**src/rtl/ines_rom_loader_pkg.sv**
```systemverilog
// Shared types and constants for the iNES ROM loader.
package nes_loader_pkg;

  typedef enum logic [2:0] {
    ST_IDLE    = 3'd0,
    ST_HEADER  = 3'd1,
    ST_PRG     = 3'd2,
    ST_CHR     = 3'd3,
    ST_DONE    = 3'd4,
    ST_ERROR   = 3'd5,
    ST_TRAINER = 3'd6
  } loader_state_t;

  localparam logic [31:0] INES_MAGIC = 32'h4E45_531A;

  localparam logic [1:0] REG_DATA    = 2'd0;
  localparam logic [1:0] REG_CONTROL = 2'd1;
  localparam logic [1:0] REG_STATUS  = 2'd2;
  localparam logic [1:0] REG_COUNT   = 2'd3;

  localparam logic [1:0] ERR_NONE      = 2'd0;
  localparam logic [1:0] ERR_MAGIC     = 2'd1;
  localparam logic [1:0] ERR_PRG_BANKS = 2'd2;
  localparam logic [1:0] ERR_CHR_BANKS = 2'd3;
  // Trainer rejects carry code 0; STATUS[9] distinguishes them from "no error".
  localparam logic [1:0] ERR_TRAINER   = 2'd0;

  localparam logic [16:0] PRG_BANK_BYTES = 17'd16384;
  localparam logic [16:0] CHR_BANK_BYTES = 17'd8192;
  localparam logic [16:0] TRAINER_BYTES  = 17'd512;

  // Expected magic byte at header offset idx (file order 'N','E','S',0x1A).
  function automatic logic [7:0] magic_byte(input logic [1:0] idx);
    logic [7:0] b;
    case (idx)
      2'd0:    b = INES_MAGIC[31:24];
      2'd1:    b = INES_MAGIC[23:16];
      2'd2:    b = INES_MAGIC[15:8];
      default: b = INES_MAGIC[7:0];
    endcase
    return b;
  endfunction

endpackage

```
**src/rtl/ines_rom_loader_if.sv**
```systemverilog
// Avalon-MM slave bus bundle for the iNES ROM loader.
interface ines_rom_loader_if;
  logic [1:0]  avs_address;
  logic        avs_write;
  logic [31:0] avs_writedata;
  logic        avs_read;
  logic [31:0] avs_readdata;

  modport master (
    output avs_address, avs_write, avs_writedata, avs_read,
    input  avs_readdata
  );

  modport slave (
    input  avs_address, avs_write, avs_writedata, avs_read,
    output avs_readdata
  );
endinterface

```
**src/rtl/ines_rom_loader_header_capture.sv**
```systemverilog
// iNES header capture: tracks the 16-byte header index, latches the fields
// the loader needs and flags the first offending byte.
// Build option TRAINER_SKIP_EN: when undefined, a trainer flag in byte 6 is
// rejected here; when defined it is only recorded for the loader FSM.
module ines_header_capture
  import nes_loader_pkg::*;
#(
  parameter int unsigned MAX_PRG_BANKS = 2,
  parameter int unsigned MAX_CHR_BANKS = 1
) (
  input  logic       clk,
  input  logic       reset,
  input  logic       start,
  input  logic       byte_valid,
  input  logic [7:0] byte_in,
  output logic       hdr_done,
  output logic       hdr_err,
  output logic [1:0] err_code,
  output logic       trainer_rej,
  output logic [7:0] prg_banks,
  output logic [7:0] chr_banks,
  output logic       trainer,
  output logic       mirroring,
  output logic [7:0] mapper
);

  localparam logic [7:0] MAX_PRG = 8'(MAX_PRG_BANKS);
  localparam logic [7:0] MAX_CHR = 8'(MAX_CHR_BANKS);

  logic [3:0] idx;

  // Validate the incoming byte against the rule for its header offset.
  always_comb begin
    hdr_err     = 1'b0;
    err_code    = ERR_NONE;
    trainer_rej = 1'b0;
    if (byte_valid) begin
      case (idx)
        4'd0, 4'd1, 4'd2, 4'd3: begin
          if (byte_in != magic_byte(idx[1:0])) begin
            hdr_err  = 1'b1;
            err_code = ERR_MAGIC;
          end
        end
        4'd4: begin
          if (byte_in == 8'd0 || byte_in > MAX_PRG) begin
            hdr_err  = 1'b1;
            err_code = ERR_PRG_BANKS;
          end
        end
        4'd5: begin
          if (byte_in > MAX_CHR) begin
            hdr_err  = 1'b1;
            err_code = ERR_CHR_BANKS;
          end
        end
`ifndef TRAINER_SKIP_EN
        4'd6: begin
          if (byte_in[2]) begin
            hdr_err     = 1'b1;
            err_code    = ERR_TRAINER;
            trainer_rej = 1'b1;
          end
        end
`endif
        default: ;
      endcase
    end
    hdr_done = byte_valid && (idx == 4'd15) && !hdr_err;
  end

  // Header index and field registers; an offending byte is not consumed.
  always_ff @(posedge clk) begin
    if (reset || start) begin
      idx       <= 4'd0;
      prg_banks <= 8'd0;
      chr_banks <= 8'd0;
      trainer   <= 1'b0;
      mirroring <= 1'b0;
      mapper    <= 8'd0;
    end else if (byte_valid && !hdr_err) begin
      idx <= idx + 4'd1;
      case (idx)
        4'd4: prg_banks <= byte_in;
        4'd5: chr_banks <= byte_in;
        4'd6: begin
          mirroring   <= byte_in[0];
          trainer     <= byte_in[2];
          mapper[3:0] <= byte_in[7:4];
        end
        4'd7: mapper[7:4] <= byte_in[7:4];
        default: ;
      endcase
    end
  end

endmodule

```
**src/rtl/ines_rom_loader.sv**
```systemverilog
// iNES ROM loader: Avalon-MM slave that takes a raw .nes file one byte per
// DATA write, validates the header, streams PRG then CHR payload into the
// game ROMs and holds the NES CPU in reset until the load is complete.
// Build option TRAINER_SKIP_EN: when defined, a 512-byte trainer is skipped
// instead of being rejected.
//
//   state   | meaning
//   IDLE    | after reset, waiting for a CONTROL start
//   HEADER  | consuming the 16-byte iNES header
//   TRAINER | discarding the 512-byte trainer (TRAINER_SKIP_EN only)
//   PRG     | writing PRG ROM bytes
//   CHR     | writing CHR ROM bytes
//   DONE    | load complete, CPU released
//   ERROR   | header rejected, sticky until CONTROL start or Reset
module ines_rom_loader
  import nes_loader_pkg::*;
#(
  parameter int unsigned MAX_PRG_BANKS = 2,
  parameter int unsigned MAX_CHR_BANKS = 1
) (
  input  logic               Clk,
  input  logic               Reset,
  ines_rom_loader_if.slave   bus,
  output logic [15:0]        rom_addr,
  output logic [7:0]         rom_data,
  output logic               prg_rom_write,
  output logic               chr_rom_write,
  output logic               cpu_hold,
  output logic               mirroring,
  output logic [7:0]         mapper
);

  loader_state_t state;
  logic [15:0]   addr;
  logic [16:0]   remaining;
  logic [1:0]    err_q;
  logic          trainer_rej_q;

  logic          data_wr;
  logic          start;
  logic [7:0]    data_byte;
  logic          hdr_done;
  logic          hdr_err;
  logic [1:0]    hdr_err_code;
  logic          hdr_trainer_rej;
  logic [7:0]    hdr_prg_banks;
  logic [7:0]    hdr_chr_banks;
  logic          hdr_trainer;
  logic [16:0]   prg_total;
  logic [16:0]   chr_total;
  logic [15:0]   addr_next;
  logic [16:0]   count;

  assign data_wr   = bus.avs_write && (bus.avs_address == REG_DATA);
  assign start     = bus.avs_write && (bus.avs_address == REG_CONTROL) && bus.avs_writedata[0];
  assign data_byte = bus.avs_writedata[7:0];
  assign prg_total = PRG_BANK_BYTES * {9'd0, hdr_prg_banks};
  assign chr_total = CHR_BANK_BYTES * {9'd0, hdr_chr_banks};
  // Saturate rather than wrap at the top of the address space.
  assign addr_next = (addr == 16'hFFFF) ? addr : addr + 16'd1;
  assign count     = (state == ST_PRG || state == ST_CHR) ? remaining : 17'd0;

  logic unused_bits;
`ifdef TRAINER_SKIP_EN
  assign unused_bits = ^bus.avs_writedata[31:8];
`else
  assign unused_bits = ^{bus.avs_writedata[31:8], hdr_trainer};
`endif

  ines_header_capture #(
    .MAX_PRG_BANKS (MAX_PRG_BANKS),
    .MAX_CHR_BANKS (MAX_CHR_BANKS)
  ) u_hdr (
    .clk         (Clk),
    .reset       (Reset),
    .start       (start),
    .byte_valid  (data_wr && state == ST_HEADER),
    .byte_in     (data_byte),
    .hdr_done    (hdr_done),
    .hdr_err     (hdr_err),
    .err_code    (hdr_err_code),
    .trainer_rej (hdr_trainer_rej),
    .prg_banks   (hdr_prg_banks),
    .chr_banks   (hdr_chr_banks),
    .trainer     (hdr_trainer),
    .mirroring   (mirroring),
    .mapper      (mapper)
  );

  // Load sequencer: section routing, address/remaining counters, strobes, CPU hold.
  always_ff @(posedge Clk) begin
    if (Reset) begin
      state         <= ST_IDLE;
      addr          <= 16'd0;
      remaining     <= 17'd0;
      err_q         <= ERR_NONE;
      trainer_rej_q <= 1'b0;
      rom_addr      <= 16'd0;
      rom_data      <= 8'd0;
      prg_rom_write <= 1'b0;
      chr_rom_write <= 1'b0;
      cpu_hold      <= 1'b1;
    end else begin
      prg_rom_write <= 1'b0;
      chr_rom_write <= 1'b0;
      cpu_hold      <= 1'b1;
      if (start) begin
        state         <= ST_HEADER;
        addr          <= 16'd0;
        remaining     <= 17'd0;
        err_q         <= ERR_NONE;
        trainer_rej_q <= 1'b0;
      end else begin
        case (state)
          ST_HEADER: begin
            if (hdr_err) begin
              state         <= ST_ERROR;
              err_q         <= hdr_err_code;
              trainer_rej_q <= hdr_trainer_rej;
            end else if (hdr_done) begin
`ifdef TRAINER_SKIP_EN
              if (hdr_trainer) begin
                state     <= ST_TRAINER;
                remaining <= TRAINER_BYTES;
              end else
`endif
              begin
                state     <= ST_PRG;
                addr      <= 16'd0;
                remaining <= prg_total;
              end
            end
          end
          ST_TRAINER: begin
            if (data_wr) begin
              if (remaining == 17'd1) begin
                state     <= ST_PRG;
                addr      <= 16'd0;
                remaining <= prg_total;
              end else begin
                remaining <= remaining - 17'd1;
              end
            end
          end
          ST_PRG: begin
            if (data_wr) begin
              rom_addr      <= addr;
              rom_data      <= data_byte;
              prg_rom_write <= 1'b1;
              if (remaining == 17'd1) begin
                if (hdr_chr_banks == 8'd0) begin
                  state     <= ST_DONE;
                  remaining <= 17'd0;
                end else begin
                  state     <= ST_CHR;
                  addr      <= 16'd0;
                  remaining <= chr_total;
                end
              end else begin
                addr      <= addr_next;
                remaining <= remaining - 17'd1;
              end
            end
          end
          ST_CHR: begin
            if (data_wr) begin
              rom_addr      <= addr;
              rom_data      <= data_byte;
              chr_rom_write <= 1'b1;
              if (remaining == 17'd1) begin
                state     <= ST_DONE;
                remaining <= 17'd0;
              end else begin
                addr      <= addr_next;
                remaining <= remaining - 17'd1;
              end
            end
          end
          ST_DONE: cpu_hold <= 1'b0;
          default: ;
        endcase
      end
    end
  end

  // Register read port: data is presented the cycle after avs_read.
  always_ff @(posedge Clk) begin
    if (Reset) begin
      bus.avs_readdata <= 32'd0;
    end else if (bus.avs_read) begin
      case (bus.avs_address)
        REG_STATUS: bus.avs_readdata <= {22'd0, trainer_rej_q, cpu_hold, 2'b00, err_q, 1'b0, state};
        REG_COUNT:  bus.avs_readdata <= {15'd0, count};
        default:    bus.avs_readdata <= 32'd0;
      endcase
    end
  end

endmodule
```
**src/flat_wrapper.sv**
```systemverilog
// flat-port wrapper written by rule: the top's interface ports become plain ports
module ines_rom_loader_flat import nes_loader_pkg::*;
#(
  parameter int unsigned MAX_PRG_BANKS = 2,
  parameter int unsigned MAX_CHR_BANKS = 1
)
  (Clk, Reset, rom_addr, rom_data, prg_rom_write, chr_rom_write, cpu_hold, mirroring, mapper, bus_avs_address, bus_avs_write, bus_avs_writedata, bus_avs_read, bus_avs_readdata);
  ines_rom_loader_if bus_i ();
  input  logic Clk;
  input  logic Reset;
  output logic [15:0] rom_addr;
  output logic [7:0] rom_data;
  output logic prg_rom_write;
  output logic chr_rom_write;
  output logic cpu_hold;
  output logic mirroring;
  output logic [7:0] mapper;
  input wire logic [$bits(bus_i.avs_address)-1:0] bus_avs_address;
  input wire logic [$bits(bus_i.avs_write)-1:0] bus_avs_write;
  input wire logic [$bits(bus_i.avs_writedata)-1:0] bus_avs_writedata;
  input wire logic [$bits(bus_i.avs_read)-1:0] bus_avs_read;
  output wire logic [$bits(bus_i.avs_readdata)-1:0] bus_avs_readdata;
  assign bus_i.avs_address = bus_avs_address;
  assign bus_i.avs_write = bus_avs_write;
  assign bus_i.avs_writedata = bus_avs_writedata;
  assign bus_i.avs_read = bus_avs_read;
  assign bus_avs_readdata = bus_i.avs_readdata;
  ines_rom_loader #(.MAX_PRG_BANKS(MAX_PRG_BANKS), .MAX_CHR_BANKS(MAX_CHR_BANKS)) u_core (.Clk(Clk), .Reset(Reset), .bus(bus_i), .rom_addr(rom_addr), .rom_data(rom_data), .prg_rom_write(prg_rom_write), .chr_rom_write(chr_rom_write), .cpu_hold(cpu_hold), .mirroring(mirroring), .mapper(mapper));
endmodule
```
**config.mk**
```make
export PLATFORM = sky130hd
export DESIGN_NAME = ines_rom_loader_flat
export DESIGN_NICKNAME = d
export VERILOG_FILES = /design/src/rtl/ines_rom_loader_pkg.sv /design/src/rtl/ines_rom_loader_if.sv /design/src/rtl/ines_rom_loader_header_capture.sv /design/src/rtl/ines_rom_loader.sv /design/src/flat_wrapper.sv
export SDC_FILE = /design/constraint.sdc
export NUM_CORES = 1
export LEC_CHECK = 0
export CORE_ASPECT_RATIO = 1.4
export CORE_UTILIZATION = 50
export CTS_CLUSTER_DIAMETER = 30
export CTS_CLUSTER_SIZE = 8
export DETAILED_ROUTE_END_ITERATION = 12
export HOLD_SLACK_MARGIN = 0.08
export PLACE_DENSITY = 0.79
export SLEW_MARGIN = 20
export SYNTH_ARGS = -nofsm -noshare
export SYNTH_HDL_FRONTEND = slang
export SYNTH_HIERARCHICAL = 1
export SYNTH_SLANG_ARGS = --single-unit
```
**constraint.sdc**
```tcl
create_clock -name Clk -period 5.82 [get_ports Clk]
set_input_delay 0.582 -clock Clk [delete_from_list [all_inputs] [get_ports Clk]]
set_output_delay 0.582 -clock Clk [all_outputs]
set_load 0.01 [all_outputs]
```
==> results.json <==
{
  "relSlewSlack_pct": 37.2,
  "n_fill_cell": 943,
  "cts_tree": "done",
  "final_cell_mix": "dfxtp_1 (107), nand2_1 (103), nor2_1 (78), a21oi_1 (75), clkdlybuf4s50_1 (66)",
  "die_y_um": 124,
  "grt_usage_pct": 24.1,
  "synth_warnings": 6,
  "finalClockSkew_ns": 0.00509,
  "htree_num_levels": 3,
  "cts_sinks": 107,
  "hold_buffers": 0,
  "drtIter0Drc": 276,
  "grt_pass1_vias": 4478,
  "vdd_drop_max_uv": 160,
  "final_common_cell": "dfxtp_1",
  "dieArea_um2": 11000,
  "holdWs_ns": 0.453,
  "cp_data_arrival_time_ns": 4.71,
  "wl_per_cell_um": 15.2,
  "finalSetupViolations": 0,
  "p_per_area_nw_per_um2": 227,
  "cts_resized": 0,
  "drc": 0,
  "required_ns": 6.10,
  "finalWirelength_mm": 12.7,
  "diodes": 0,
  "grt_antenna_before_repair": 0,
  "rows": 44,
  "ios": 106,
  "vias": 4757,
  "tightest_slew_ns": 0.943,
  "die_x_um": 88.9,
  "grt_pass1_wl_mm": 20.5,
  "via_per_inst": 5.69,
  "grt_overflow": 0,
  "final_hold_viol_count": 0,
  "cts_buffers": 9,
  "clk_latency_ns": 0.35,
  "hp-class": "flip-flop to flip-flop",
  "rsz0062_at_grt": "false",
  "grt_max_degree": 49,
  "avgSynthCellArea_um2": 8.15,
  "finalMaxSlewViolations": 0,
  "drive_gt1_share_pct": 6.02,
  "root_buffer": "clkbuf_16",
  "tns_ns": 0,
  "critical_path.startpoint_type": "primary input",
  "cts_buffer_depth": 2,
  "clkTransAtPathRegs_ns": 0.06,
  "initial_utilization_pct": 51.1,
  "io_buffers": 66,
  "cp_max_fo": 13,
  "fin_crit_sh_pct": 76.2,
  "postCtsSetupRepairBufs": 0,
  "dp_hpwl_mm": 9.21,
  "max_clock_freq_mhz": 226,
  "first_pass_iters": 7,
  "maxCapViolCount": 0,
  "area_delta_synth_final_pct": 17.7,
  "p_leak_nw": 2.16,
  "netlist_area_um2": 5290,
  "nets": 741,
  "path_class": "primary input to flip-flop",
  "synth_cells": 649,
  "cp-end-kind": "flip-flop",
  "routabilityCongestion": 0.871,
  "status": "finished, final reports clean",
  "final_antenna_net_count": 0,
  "period_needed_ns": 4.43,
  "core_area_um2": 10300
}
-- area by class of cell --
| type | instances | area (um^2) | area share, % |
|---|---|---|---|
| Multi-Input combinational cell | 496 | 2880 | 46.2 |
| Sequential cell | 107 | 2140 | 34.4 |
| Inverter | 12 | 45.0 | 0.724 |
| Timing Repair Buffer | 69 | 683 | 11.0 |
| Tap cell | 138 | 173 | 2.78 |
| Clock inverter | 2 | 35.0 | 0.563 |
| Clock buffer | 12 | 267 | 4.28 |
-- worst max-delay path, stage by stage --
cell and delay, ns:
clkdlybuf4s50_1 0.60, or3b_4 0.49, a2111oi_4 0.38, a21boi_2 0.18, nor4_1 0.38, or4bb_1 0.56
a21oi_2 0.24, or2_2 0.32, nand4_1 0.21, or4_2 0.60, a21oi_1 0.15
-- flip-flops by register name (all words and copies together) (netlist names) --
signal and count:
u_core/remaining 17, u_core/u_hdr/prg_banks 3, u_core/trainer_rej_q 1, u_core/u_hdr/mapper 8, u_core/err_q 2, u_core/state 3
u_core/bus.avs_readdata 17, u_core/cpu_hold 1, u_core/u_hdr/mirroring 1, u_core/addr 16, u_core/rom_data 8, u_core/chr_rom_write 1
u_core/u_hdr/chr_banks 8, u_core/rom_addr 16, u_core/prg_rom_write 1, u_core/u_hdr/idx 4
-- power breakdown --
group	switching, W	total [W]	internal (W)
registers	0.00000225	0.000737	0.000735
logic	0.0000416	0.0000639	0.0000222
clock network	0.000251	0.000613	0.000363
total	0.000294	0.00141	0.00112
-- per-layer routing --
layer | global-route usage (%) | part of all wire [%] | vias to the layer above
met1 | 27.8 | 41 | 2239
met5 | 0 | 0 | -
li1 | - | - | 2316
met3 | 4.04 | 5.6 | 24
met4 | 14.0 | 2.4 | 0
met2 | 41.5 | 51 | 178
-- stage by stage --
stage / power (W) / cells / area, um^2 / worst slack (ns) / util [%]
floorplan: 0.000798 / 663 / 5340 / 1.91 / -
global placement: 0.000816 / 822 / 5910 / 1.16 / 57.1
detailed placement: 0.000817 / 822 / 5920 / 1.07 / 57.2
CTS: 0.00143 / 836 / 6220 / 1.44 / 60.1
global route: 0.00146 / 836 / 6220 / 1.16 / 60.1
finish: 0.00141 / 836 / 6220 / 1.39 / 60.1
-- final timing paths --
path	from	cells after the start	to	slack (ns)
worst min-delay path	u_core/rom_data[5]	2	u_core/rom_data[5]	0.45
worst min register to register	u_core/rom_data[5]	2	u_core/rom_data[5]	0.45
worst max-delay path	bus_avs_writedata[0]	11	u_core/remaining[12]	1.39
worst max register to register	u_core/u_hdr/idx[0]	12	u_core/remaining[12]	1.42
Note: power is estimated with default switching activity, not from simulation.
